$ cat src/rtl/wheel_speed_est.sv
// Wheel speed estimator: samples a free-running tick counter every PERIOD cycles,
// produces a saturated per-interval delta and a 4-sample moving-average speed.
module wheel_speed_est #(
   parameter int PERIOD = 100001,
   parameter int DW     = 16
) (
   input  logic                 clk,
   input  logic                 rst,
   input  logic [31:0]          count,
   input  logic                 clr,
   output logic signed [DW-1:0] delta,
   output logic signed [DW-1:0] speed,
   output logic                 valid,
   output logic                 sat
);
   localparam int TW = (PERIOD > 2) ? $clog2(PERIOD) : 1;
   localparam int SW = DW + 2;
   localparam logic [TW-1:0]        TIMER_LAST = TW'(PERIOD - 1);
   localparam logic signed [DW-1:0] DMAX = {1'b0, {(DW-1){1'b1}}};
   localparam logic signed [DW-1:0] DMIN = {1'b1, {(DW-1){1'b0}}};
   localparam logic signed [31:0]   RMAX = 32'(DMAX);
   localparam logic signed [31:0]   RMIN = 32'(DMIN);

   typedef enum logic [1:0] {EMPTY, FILL, RUN} state_t;

   state_t               state_reg;
   logic [TW-1:0]        timer_reg;
   logic [31:0]          prev_reg;
   logic [1:0]           fill_reg;
   logic signed [DW-1:0] win_reg [4];

   logic                 sample;
   logic signed [31:0]   raw;
   logic                 clip;
   logic signed [DW-1:0] delta_next;
   logic signed [SW-1:0] win_ext [3];
   logic signed [SW-1:0] sum_next;
   logic signed [DW-1:0] speed_next;

   // The three surviving window entries, widened so the 4-term sum cannot overflow.
   generate
      for (genvar gi = 0; gi < 3; gi++) begin : g_ext
         assign win_ext[gi] = SW'(win_reg[gi]);
      end
   endgenerate

   always_comb begin
      sample     = (timer_reg == TIMER_LAST);
      raw        = signed'(count - prev_reg);
      clip       = 1'b0;
      delta_next = raw[DW-1:0];
      if (raw > RMAX) begin
         delta_next = DMAX;
         clip       = 1'b1;
      end else if (raw < RMIN) begin
         delta_next = DMIN;
         clip       = 1'b1;
      end
      sum_next   = SW'(delta_next) + win_ext[0] + win_ext[1] + win_ext[2];
      // Dropping the two LSBs of a two's-complement sum is a floor divide by 4.
      speed_next = sum_next[SW-1:2];
   end

   always_ff @(posedge clk or negedge rst) begin
      if (!rst) begin
         state_reg <= EMPTY;
         timer_reg <= '0;
         prev_reg  <= '0;
         fill_reg  <= '0;
         delta     <= '0;
         speed     <= '0;
         valid     <= 1'b0;
         sat       <= 1'b0;
         for (int i = 0; i < 4; i++) win_reg[i] <= '0;
      end else if (clr) begin
         // Clear wins over a coincident sample; that sample is simply lost.
         state_reg <= EMPTY;
         timer_reg <= '0;
         prev_reg  <= '0;
         fill_reg  <= '0;
         delta     <= '0;
         speed     <= '0;
         valid     <= 1'b0;
         sat       <= 1'b0;
         for (int i = 0; i < 4; i++) win_reg[i] <= '0;
      end else begin
         valid     <= 1'b0;
         timer_reg <= sample ? '0 : timer_reg + TW'(1);
         if (sample) begin
            prev_reg <= count;
            if (state_reg == EMPTY) begin
               state_reg <= FILL;
               fill_reg  <= '0;
            end else begin
               delta      <= delta_next;
               sat        <= sat | clip;
               win_reg[0] <= delta_next;
               for (int i = 1; i < 4; i++) win_reg[i] <= win_reg[i-1];
               if (state_reg == RUN || fill_reg == 2'd3) begin
                  state_reg <= RUN;
                  speed     <= speed_next;
                  valid     <= 1'b1;
               end else begin
                  fill_reg <= fill_reg + 2'd1;
               end
            end
         end
      end
   end
endmodule

$ cat config.mk
export PLATFORM = sky130hd
export DESIGN_NAME = wheel_speed_est
export DESIGN_NICKNAME = d
export VERILOG_FILES = /design/src/rtl/wheel_speed_est.sv
export SDC_FILE = /design/constraint.sdc
export NUM_CORES = 1
export LEC_CHECK = 0
export CELL_PAD_IN_SITES_DETAIL_PLACEMENT = 0
export CELL_PAD_IN_SITES_GLOBAL_PLACEMENT = 2
export CORE_ASPECT_RATIO = 2
export CORE_MARGIN = 4
export CORE_UTILIZATION = 35
export DETAILED_ROUTE_END_ITERATION = 8
export PLACE_DENSITY = 0.88
export SYNTH_ARGS = -nofsm -noshare
export SYNTH_HDL_FRONTEND = slang
export SYNTH_SLANG_ARGS = --single-unit
$ cat constraint.sdc
create_clock -name clk -period 11 [get_ports clk]
set_input_delay 1.65 -clock clk [delete_from_list [all_inputs] [get_ports clk]]
set_output_delay 1.65 -clock clk [all_outputs]
set_load 0.02 [all_outputs]
==> results.py <==
metrics = {
    "status": {
        "status": "completed",
    },
    "setup_path": {
        "cp_num_buf_inv": 3,
        "cp-end-kind": "flop",
        "reg2reg_depth": 29,
        "cp_slowest_cell": "or3_1",
        "rrSetupSlack_ns": 3.61,
        "cp_data_required_time_ns": 11.30,
        "crit_fanout": 16,
        "path_class": "in2reg",
        "cp_common_cell": "fa_1",
        "cp_top_family": "compound AO/OA/AOI/OAI gates",
        "max_stage_delay_ns": 0.60,
        "worst_setup_path_start_kind": "input port",
        "r2r_start": "prev_reg[0]$_DFFE_PN0P_",
        "arrival_ns": 9.07,
        "r2r_end": "speed[15]$_DFFE_PN0P_",
    },
    "clock_tree": {
        "clock_sinks": 119,
        "clockRootBuffer": "clkbuf_16",
        "cts_resized": 0,
        "cts_tree": "done",
        "ctsHoldBuffers": 0,
        "insertion_delay_ns": 0.44,
        "cts_setup_buffers": 0,
        "cts-htree-levels": 4,
        "cts.clk_slew.worst_paths_ns": 0.06,
        "cts_buffers": 17,
        "clock_path_buffers": 2,
    },
    "logic_synthesis": {
        "synth-simple-area-share": 0.172,
        "synth_mux_area_frac": 0.00248,
        "syn_nets": 1119,
        "synth_fa_ha_area_frac": 0.151,
        "synth-xor-area-share": 0.0541,
        "syn_area_um2": 8580,
        "synthCells": 1001,
        "synth_flop_cell": "dfrtp_1",
        "synth-seq-cells": 119,
        "synth_edf_count": 0,
        "synth_top_family_by_area": "compound AO/OA/AOI/OAI gates",
        "synth_seq_area_share": 0.347,
        "synth_warnings": 0,
        "synthArstFlopShare": 1.00,
        "syn_area_per_cell_um2": 8.57,
        "synth_cell_types": 71,
        "synth-compound-area-share": 0.187,
    },
    "power_and_ir_drop": {
        "p_per_area_nw_per_um2": 131,
        "power_frac_seq": 0.349,
        "leakage_nw": 4.33,
        "ir_drop_mv": 0.0597,
        "combPwrFrac": 0.224,
        "switchingPower_w": 0.000407,
        "pwr-share-clk": 0.427,
        "internal_power_w": 0.000900,
        "sw_frac_of_total": 0.311,
        "total_power_w": 0.00131,
    },
    "routing": {
        "antenna_left": 0,
        "wl_mm": 20.8,
        "vias_per_cell": 5.14,
        "drt_pass1_iterations": 4,
        "drc": 0,
        "dr_total_vias": 6894,
        "routedWlPerCell_um": 15.5,
        "drtIter0Drc": 265,
    },
    "timing": {
        "rsz0062_at_grt": "false",
        "maxSlewHeadroom": 0.229,
        "maxSlewViolCount": 0,
        "min_period_ns": 8.77,
        "setup_viol": 0,
        "fmax_mhz": 114,
        "finClkSkew_ns": 0.0118,
        "period_share": 0.798,
        "hold_viol": 0,
        "final.setup.tns_ns": 0,
        "worst_pin_slew_ns": 1.15,
    },
    "hold_path": {
        "min_path_cells": 2,
        "worstHoldEndpoint": "speed[12]$_DFFE_PN0P_",
        "hold_start": "speed[12]$_DFFE_PN0P_",
        "holdCritPathClass": "reg2reg",
    },
    "floorplanning": {
        "ioPinCount": 69,
        "dieArea_um2": 27200,
        "die_w_um": 119,
        "rows": 80,
        "start_util": 0.357,
        "die_h_um": 229,
        "core_area_um2": 24000,
    },
    "global_route": {
        "gr-usage-all-layers": 0.161,
        "grt_max_degree": 65,
        "grt_overflow": 0,
        "antenna_found_initial": 0,
        "first_global_vias": 7022,
        "grt_pass1_wl_mm": 35.4,
    },
    "placement": {
        "dp_cells": 1309,
        "port_buffers": 68,
        "gp_congestion": 0.877,
        "place_hpwl_mm": 16.0,
    },
    "cells_and_area": {
        "drive_gt1_frac": 0.0512,
        "layout-area-overhead-vs-synth_pct": 16.3,
        "antenna_cells": 0,
        "final_nets": 1159,
        "instances_no_fill": 1341,
    },
    "run": {
        "max-cap-violations": 0,
    },
}
-- tightest hold or removal path, cell delays in order, from the launching register on --
cell     delay (ns)
dfrtp_1        0.34
nand2_1        0.04
o21ai_0        0.06
-- kinds of logic after synthesis --
logic type	count (synthesis)
xor gates and xnor gates	53
muxes	2
buffers and inverters	177
adders and majority gates	83
and+or+nand+nor	328
DFF	119
AOI/OAI and AO/OA	239
-- stage by stage --
stage               hold WS (ns)  setup WS [ns]  utilization  instance area, µm²
finish                     0.473           2.23        0.416                9980
floorplan                  0.455           3.29            -                8580
global placement           0.460           1.86        0.391                9400
detailed placement         0.469           1.80        0.391                9400
CTS                        0.482           2.22        0.416                9980
global route               0.500           1.52        0.416                9980
-- worst max path at each step --
stage	startpoint	end	slack (ns)	cells after the start
6_report	count[0]	speed[15]$_DFFE_PN0P_	2.23	31
5_1_grt	count[0]	speed[13]$_DFFE_PN0P_	1.52	31
4_1_cts	count[0]	speed[15]$_DFFE_PN0P_	2.22	31
3_5_place_dp	count[0]	speed[15]$_DFFE_PN0P_	1.80	31
3_3_place_gp	count[0]	speed[15]$_DFFE_PN0P_	1.86	31
2_1_floorplan	count[13]	speed[15]$_DFFE_PN0P_	3.29	31
-- area by class of cell --
cell class,count,area [µm²]
Clock inverter,15,154
Clock buffer,17,425
Multi-Input combinational cell,705,4870
Tap cell,287,359
Timing Repair Buffer,75,731
Sequential cell,119,2980
Inverter,123,462
Fill cell,2444,14000
-- synth_stat cells, drive strengths merged, types with 13 or more instances --
library cell  number  share of area
nand2            164          0.072
inv              123          0.054
dfrtp            119           0.35
a21oi             74          0.044
nor2              59          0.026
o21ai             57          0.034
ha                49          0.071
fa                34          0.079
clkbuf            31          0.014
xnor2             31          0.032
nand3             24          0.014
buf               23          0.019
xor2              22          0.022
a22o              18          0.018
a21o              14          0.012
nor3              14         0.0082
nand2b            13         0.0095
-- power by group through the flow --
stage / clock (W) / combinational (W) / sequential, W
2_1_floorplan: 0 / 0.000217 / 0.000460
3_3_place_gp: 0 / 0.000293 / 0.000464
3_5_place_dp: 0 / 0.000296 / 0.000464
4_1_cts: 0.000576 / 0.000298 / 0.000456
5_1_grt: 0.000595 / 0.000333 / 0.000457
6_report: 0.000558 / 0.000293 / 0.000456
-- routing by layer --
layer	global-route usage	part of all wire
met5	0	0
met2	0.302	0.56
met1	0.173	0.39
met3	0.0306	0.025
met4	0.0733	0.031
-- cell usage in the layout, fill, tap and decap left out, types with 14 or more instances in the layout --
| master | netlist | routed |
|---|---|---|
| a21o_1 | 14 | 14 |
| xnor2_1 | 31 | 31 |
| clkbuf_16 | 0 | 17 |
| fa_1 | 34 | 34 |
| ha_1 | 49 | 49 |
| nor3_1 | 14 | 14 |
| xor2_1 | 22 | 22 |
| a22o_1 | 18 | 18 |
| o21ai_0 | 55 | 55 |
| inv_1 | 123 | 123 |
| clkdlybuf4s50_1 | 0 | 67 |
| nor2_1 | 59 | 57 |
| nand2_1 | 163 | 163 |
| dfrtp_1 | 119 | 119 |
| a21oi_1 | 73 | 73 |
| nand3_1 | 24 | 24 |
No activity file was read; power rests on OpenSTA's default activity.
